--- config.mk ---
export PLATFORM = sky130hd
export DESIGN_NAME = out_port_fifo
export DESIGN_NICKNAME = d
export VERILOG_FILES = /design/src/rtl/out_port_fifo.sv
export SDC_FILE = /design/constraint.sdc
export NUM_CORES = 1
export LEC_CHECK = 0
export CAP_MARGIN = 20
export CORE_MARGIN = 5
export CORE_UTILIZATION = 52
export DETAILED_ROUTE_END_ITERATION = 10
export PLACE_DENSITY = 0.81
export SETUP_SLACK_MARGIN = 0.3
export SLEW_MARGIN = 40
export SYNTH_ARGS = -nofsm -noshare
export SYNTH_HDL_FRONTEND = slang
export SYNTH_SLANG_ARGS = --single-unit
--- constraint.sdc ---
create_clock -name clk -period 2.6 [get_ports clk]
set_input_delay 0.39 -clock clk [delete_from_list [all_inputs] [get_ports clk]]
set_output_delay 0.39 -clock clk [all_outputs]
set_load 0.02 [all_outputs]
--- src/rtl/out_port_fifo.sv ---
// out_port_fifo: output-port buffer between the CPU OUT instruction and an
// external consumer. Bytes written by the CPU are queued in a small FIFO and
// drained over a valid/ready handshake. O_Port mirrors the last accepted byte.
// out_stall asks the CPU to hold its OUT instruction while the FIFO is full.
// ovf records any write that arrived while the FIFO was full.
//
// Handshake: a byte moves to the consumer on every rising edge where
// ext_valid=1 and ext_ready=1. ext_valid/ext_data depend only on registers.
// While ext_valid=1 and ext_ready=0, ext_data holds its value. ext_ready is
// ignored when the FIFO is empty. On the CPU side, out_we is taken whenever
// out_stall=0. Otherwise the byte is dropped and flagged in ovf.
module out_port_fifo #(
  parameter int DEPTH = 4,
  parameter int AW    = 2
) (
  input  logic       clk,
  input  logic       rstn,
  input  logic       out_we,
  input  logic [7:0] out_data,
  output logic       out_stall,
  output logic [7:0] O_Port,
  output logic [7:0] ext_data,
  output logic       ext_valid,
  input  logic       ext_ready,
  output logic       ovf,
  input  logic       ovf_clr
);

  localparam logic [AW:0]   CNT_FULL = (AW+1)'(DEPTH);
  localparam logic [AW:0]   CNT_ZERO = '0;
  localparam logic [AW:0]   CNT_ONE  = (AW+1)'(1);
  localparam logic [AW-1:0] PTR_ONE  = AW'(1);

  // Storage and state registers.
  logic [7:0]    mem_q [DEPTH];
  logic [AW-1:0] wr_ptr_q, wr_ptr_d;
  logic [AW-1:0] rd_ptr_q, rd_ptr_d;
  logic [AW:0]   count_q,  count_d;
  logic [7:0]    o_port_q, o_port_d;
  logic          ovf_q,    ovf_d;

  // Decoded status and transfer strobes.
  logic full;
  logic empty;
  logic push;
  logic pop;
  logic overflow;

  // Status flags come only from the occupancy register.
  always_comb begin
    full  = (count_q == CNT_FULL);
    empty = (count_q == CNT_ZERO);
  end

  // A full FIFO rejects the write, even when a pop frees a slot in the same
  // cycle. This keeps out_stall a pure register decode.
  always_comb begin
    push     = out_we & ~full;
    overflow = out_we &  full;
    pop      = ~empty & ext_ready;
  end

  // Next-state logic for pointers, occupancy, the mirror port and the overflow flag.
  always_comb begin
    wr_ptr_d = wr_ptr_q;
    rd_ptr_d = rd_ptr_q;
    count_d  = count_q;
    o_port_d = o_port_q;
    ovf_d    = ovf_q;

    if (push) begin
      wr_ptr_d = wr_ptr_q + PTR_ONE;
      o_port_d = out_data;
    end

    if (pop) begin
      rd_ptr_d = rd_ptr_q + PTR_ONE;
    end

    case ({push, pop})
      2'b10:   count_d = count_q + CNT_ONE;
      2'b01:   count_d = count_q - CNT_ONE;
      default: count_d = count_q;
    endcase

    // A new overflow in the same cycle as ovf_clr must not be lost.
    if (overflow) begin
      ovf_d = 1'b1;
    end else if (ovf_clr) begin
      ovf_d = 1'b0;
    end
  end

  // Control registers, cleared asynchronously.
  always_ff @(posedge clk or negedge rstn) begin
    if (!rstn) begin
      wr_ptr_q <= '0;
      rd_ptr_q <= '0;
      count_q  <= '0;
      o_port_q <= 8'h00;
      ovf_q    <= 1'b0;
    end else begin
      wr_ptr_q <= wr_ptr_d;
      rd_ptr_q <= rd_ptr_d;
      count_q  <= count_d;
      o_port_q <= o_port_d;
      ovf_q    <= ovf_d;
    end
  end

  // Data array has no reset. Stale entries are masked by the empty check on read.
  always_ff @(posedge clk) begin
    if (push) begin
      mem_q[wr_ptr_q] <= out_data;
    end
  end

  // First-word fall-through read port. Outputs depend on registers only.
  always_comb begin
    ext_valid = ~empty;
    ext_data  = empty ? 8'h00 : mem_q[rd_ptr_q];
    out_stall = full;
    O_Port    = o_port_q;
    ovf       = ovf_q;
  end

endmodule

# Word level (Yosys, flattened, before mapping)
# Memories as Yosys holds them, arrays and structs flattened.
# Index checks and enable logic that the tools add are counted.
classes:
  addsub: 4
  multipliers: 0
  div_mod_pow: 0
  magnitude_cmp: 0
  eq_ne: 3
  shift: 0
  muxes: 6
  bitwise: 5
  n_reduce_logical: 3
op_table:
  columns: ["cell", "n"]
  rows:
  - ["$mux 8", 1]
  - ["$pmux 3 s2", 1]
  - ["$add 2x1->2 const B", 2]
  - ["$mux 1", 4]
  - ["$reduce_bool 2->1", 2]
  - ["$add 3x1->3 const B", 1]
  - ["$and 1x1->1", 3]
  - ["$eq 3x3->1 const B", 1]
  - ["$logic_not 3->1", 1]
  - ["$sub 3x1->3 const B", 1]
  - ["$eq 2x1->1 const B", 1]
  - ["$eq 2x2->1 const B", 1]
  - ["$not 1->1", 2]
word_totals:
  reg_bits: 16
  latchBits: 0
  ramBits: 32
  mem_bits_ro: 0
  memories: 1
mem_list:
  columns: ["memory", "words", "word_bits", "rd", "rd_ports_with_merged_regs", "write_ports", "line", "source"]
  rows:
  - ["mem_q", 4, 8, 1, 0, 1, "35", "logic [7:0] mem_q [DEPTH];"]

# Depth between registers and ports, before layout
logic_depth:
  ltp_word: 5
  ltp_mapped: 10
  mapped_depth_nobuf: 8

# Worst setup path before layout
# Ideal clock, no wire load.
synth_path:
  kind: "reg-to-reg"
  startpoint: "reg count_q[0]"
  endpoint: "reg count_q[2]"
  setup_time_ps: 79
  t_arrival_ps: 2188
  t_required_ps: 2521
  slack_ps: 333
  path_stages_with_launch: 11
  n_path_buf: 2
  synth_period_minus_slack_ps: 2267
  cell_sequence: "dfrtp_1 > nor3b_2 > nand2b_1 > buf_6 > buf_12 > ha_1 > inv_1 > fa_1 > xor2_1 > nor2_1 > xor2_1"
synth_via:
  elab_chain_len: 5
  elab_cells_between_ends: 12
  cone_classes: "add/sub (2); eq/ne (3); mux (1); bitwise (4); reduce/logical (2)"
synth_rtl:
  columns: ["element", "line", "source"]
  rows:
  - ["from (decl)", "38", "logic [AW:0] count_q, count_d;"]
  - ["from (signal assigned)", "105", "count_q <= count_d;"]
  - ["$eq 3x3->1 (*)", "51", "full = (count_q == CNT_FULL);"]
  - ["via out_stall", "20", "output logic out_stall,"]
  - ["$not 1->1 (*)", "58", "push = out_we & ~full;"]
  - ["$and 1x1->1 (*)", "58", null]
  - ["$eq 2x1->1 or $eq 2x2->1 (tied branches)", "80", "case ({push, pop})"]
  - ["$pmux 3 s2 or $reduce_bool 2->1 (tied branches)", null, null]
# The timed path passes the listed nets; every way through them passes the cells marked *.
# A chain may end at the register's enable or synchronous reset.

# Worst setup path after layout
layout_path:
  startpoint: "reg rd_ptr_q[0]"
  endpoint: "out ext_data[1]"
layout_via:
  elab_chain_len: 2
layout_rtl:
  columns: ["element", "line", "source"]
  rows:
  - ["from (decl)", "37", "logic [AW-1:0] rd_ptr_q, rd_ptr_d;"]
  - ["from (signal assigned)", "104", "rd_ptr_q <= rd_ptr_d;"]
  - ["$mem_v2 4x8", null, null]
  - ["$mux 8", "121", "ext_data = empty ? 8'h00 : mem_q[rd_ptr_q];"]
  - ["to (decl)", "22", "output logic [7:0] ext_data,"]
# No other way between the ends.

==> flow_summary_export.csv <==
group,metric,value,unit
cts,cts_max_level,2,
drt,firstDrtPassIters,4,
cts,cts_tree,"done",
synthesis,post_synth.cell_area_avg,17.7,um2
die,boundaryPins,32,
timing,post-route-period-util,84.8,%
timing,slew_violations,0,
finish,post_layout_utilization_of_the_core,67.2,%
drt,routed_wirelength,3.31,mm
power_and_ir_drop,worst_ir_drop_vdd,542,uV
synthesis,mappedNetlistNets,132,
cts,clock_path_buffers,2,
global_routing,grt_pass1_vias,1143,
drt,num_vias,1034,
global_routing,largest_net_degree_at_the_start_of_global_routing,17,
synthesis,syn-cell-area,2000,um2
drt,route.layer.met1.wl,1.36,mm
global_routing,grt_remaining_overflow,0,
power_and_ir_drop,power.density,1130,nW/um2
synthesis,yosysUniqueCellTypes,23,
synthesis,post_synthesis_sequential_element_count,48,
setup_path,cp_data_required_time,2.21,ns
drt,wl_met2,1.74,mm
setup_path,worst_setup_path_end_kind,"output port",
cts,clkLatencyLatePin,0.29,ns
timing,max_slew_margin,72.3,%
drt,detailroute.wirelength.met3,175,um
finish,finish.net_count,172,
timing,setup_violations,0,
synthesis,synth_seq_area_share,68.1,%
timing,skew,0.00941,ns
cts,cts_inserted_buffers,5,
finish,filler_cell_count,276,
drt,drc_viols,0,
worst_hold_path,hp-class,"primary input to asynchronous set/reset pin",
drt,ant_nets,0,
global_routing,grt_antenna_before_repair,0,
drt,detail_route.wl_per_cell,16.4,um
timing,timing_worst_slew_pin_value,0.415,ns
power_and_ir_drop,design_power_total,2.79,mW
timing,setup_tns,0,ns
die,die_y,72.0,um
synthesis,synth_area_leaders,"sky130_fd_sc_hd__edfxtp_1 48%, sky130_fd_sc_hd__dfrtp_1 20%, sky130_fd_sc_hd__mux4_2 9.0%",
timing,post_route_worst_hold_slack,0.0157,ns
job,timing.max_cap.violations,0,
power_and_ir_drop,internal-power,1.87,mW
die,initial_utilization,54.2,%
power_and_ir_drop,sequentialPowerShare,41.6,%
timing,timing.final.hold_violations,0,
global_routing,grtUsageTotal,14.6,%
timing,achievable-frequency,0.454,GHz
die,core_region_area,3690,um2
setup_path,critical_path_peak_fanout,7,
drt,drt-initial-drc-count,48,
power_and_ir_drop,cellLeakagePower,0.960,nW
placement,place.detailed.hpwl,2.37,mm
global_routing,grt_pass1_wl,5.60,mm
drt,highest-signal-layer,"met4",
power_and_ir_drop,p_sw_share,33.2,%
placement,place_congestion,0.709,
finish,syn2layout_area_growth,23.9,%
synthesis,post_syn_instances,113,
placement,place.port_buffers,31,
cts,ctsHoldBuffers,0,
die,placement_rows,22,
die,dieArea,5190,um2
setup_path,timing.setup.critical_path_class,"register to output port",
cts,worst_setup_hold_path_clk_slew,0.08,ns
synthesis,yosysTopAreaCell,"sky130_fd_sc_hd__edfxtp_1",
power_and_ir_drop,combPwrFrac,42.5,%
cts,cts-root-buf,"sky130_fd_sc_hd__clkbuf_8",
setup_path,timing.critical_path.from_type,"register",
finish,final_common_cell,"sky130_fd_sc_hd__edfxtp_1",
setup_path,timing.reg2reg.worst_path_depth,8,
placement,placed_area,2380,um2
die,fp.dieW,72.0,um
timing,rsz0062_at_grt,"false",
power_and_ir_drop,netSwitchingPower,0.928,mW
synthesis,synthDominantCellAreaShare,48.1,%
setup_path,timing.critical_path.arrival,1.81,ns
cts,tritoncts_num_sinks,48,
synthesis,synthesis.yosys.warnings,0,
finish,mostFrequentLayoutCells,"32 x sky130_fd_sc_hd__edfxtp_1, 22 x sky130_fd_sc_hd__clkdlybuf4s50_1, 14 x sky130_fd_sc_hd__dfrtp_1",
finish,share_of_final_layout_standard_cells_stronger_than_drive_strength_1,23.4,%
timing,period_needed,2.20,ns
finish,final_design_area_no_fill,2480,um2
power_and_ir_drop,clkPwrFrac,15.9,%
outcome,status,"completed",
finish,antenna-diode-count,0,
drt,viasPerCell,5.12,
[flip-flops by register name (all words and copies together) (netlist names)]
signal	count
mem_q	32
O_Port	8
count_q	3
rd_ptr_q	2
wr_ptr_q	2
ovf	1
[power groups by stage]
stage / clock network [mW] / registers, mW / logic, mW
2_1_floorplan: 0 / 1.17 / 0.755
3_3_place_gp: 0 / 1.16 / 1.22
3_5_place_dp: 0 / 1.19 / 1.25
4_1_cts: 0.459 / 1.17 / 1.19
5_1_grt: 0.498 / 1.19 / 1.30
6_report: 0.444 / 1.16 / 1.19
[path summary, 6_finish.rpt]
check | end | slack, ns | startpoint
setup / recovery | ext_data[1] | 0.40 | rd_ptr_q[0]
hold reg to reg | count_q[2] | 0.50 | count_q[2]
hold / removal | O_Port[2] | 0.02 | rstn
min in group clk | count_q[2] | 0.50 | count_q[2]
setup reg to reg | count_q[2] | 0.57 | count_q[0]
max in group asynchronous | rd_ptr_q[0] | 2.26 | rstn
[layer usage]
metal	global-route usage, %	up-vias
li1	-	481
met1	18.0	524
met2	24.2	21
met3	4.85	8
met4	5.22	0
met5	0	-
[stage by stage]
step | std cells | setup slack [ns]
finish | 202 | 0.396
global route | 202 | 0.328
CTS | 201 | 0.315
detailed placement | 193 | 0.362
global placement | 193 | 0.414
floorplan | 113 | 0.333
[final cells by class]
cell class,instances,area [um2],share of cell area [%]
Inverter,10,37.5,1.52
Multi-Input combinational cell,50,561,22.6
Clock inverter,1,8.76,0.354
Timing Repair Buffer,38,360,14.5
Tap cell,48,60.1,2.42
Sequential cell,48,1360,55.1
Clock buffer,7,86.3,3.48
[kinds of logic (layout without fill, tap and decap cells)]
family	Yosys count	after routing	share of synthesized area (%)
AND/OR/NAND/NOR	19	19	5.44
flip-flops	48	48	68.1
multiplexers	18	18	15.3
AO/OA/AOI/OAI	1	1	0.250
buffers and inverters	15	56	4.13
XOR/XNOR	6	6	2.63
adder cells (fa/ha/maj)	6	6	4.13
[worst max-delay path, stage by stage, from the launching register on]
cell                            delay [ns]
sky130_fd_sc_hd__dfrtp_2              0.39
sky130_fd_sc_hd__buf_12               0.14
sky130_fd_sc_hd__mux4_2               0.50
sky130_fd_sc_hd__and2_1               0.18
sky130_fd_sc_hd__dlygate4sd2_1        0.32
[repair_timing]
| action | in CTS | in global routing |
|---|---|---|
| endpoints found under the setup margin | 8 | 5 |
| pin swaps | 0 | 0 |
| buffers inserted | 0 | 1 |
| resized for setup | 11 | 0 |
[cell usage after synthesis (all sizes together)]
library cell,count
nand2b,1
xor2,3
or3,1
ha,5
nand3,1
mux2i,1
buf,4
mux4,8
xnor2,3
dfrtp,16
nand2,1
edfxtp,32
nor2,5
o21ai,1
clkbuf,1
fa,1
nor3b,1
and2,9
inv,10
mux2,9
(Power assumes the default switching activity.)
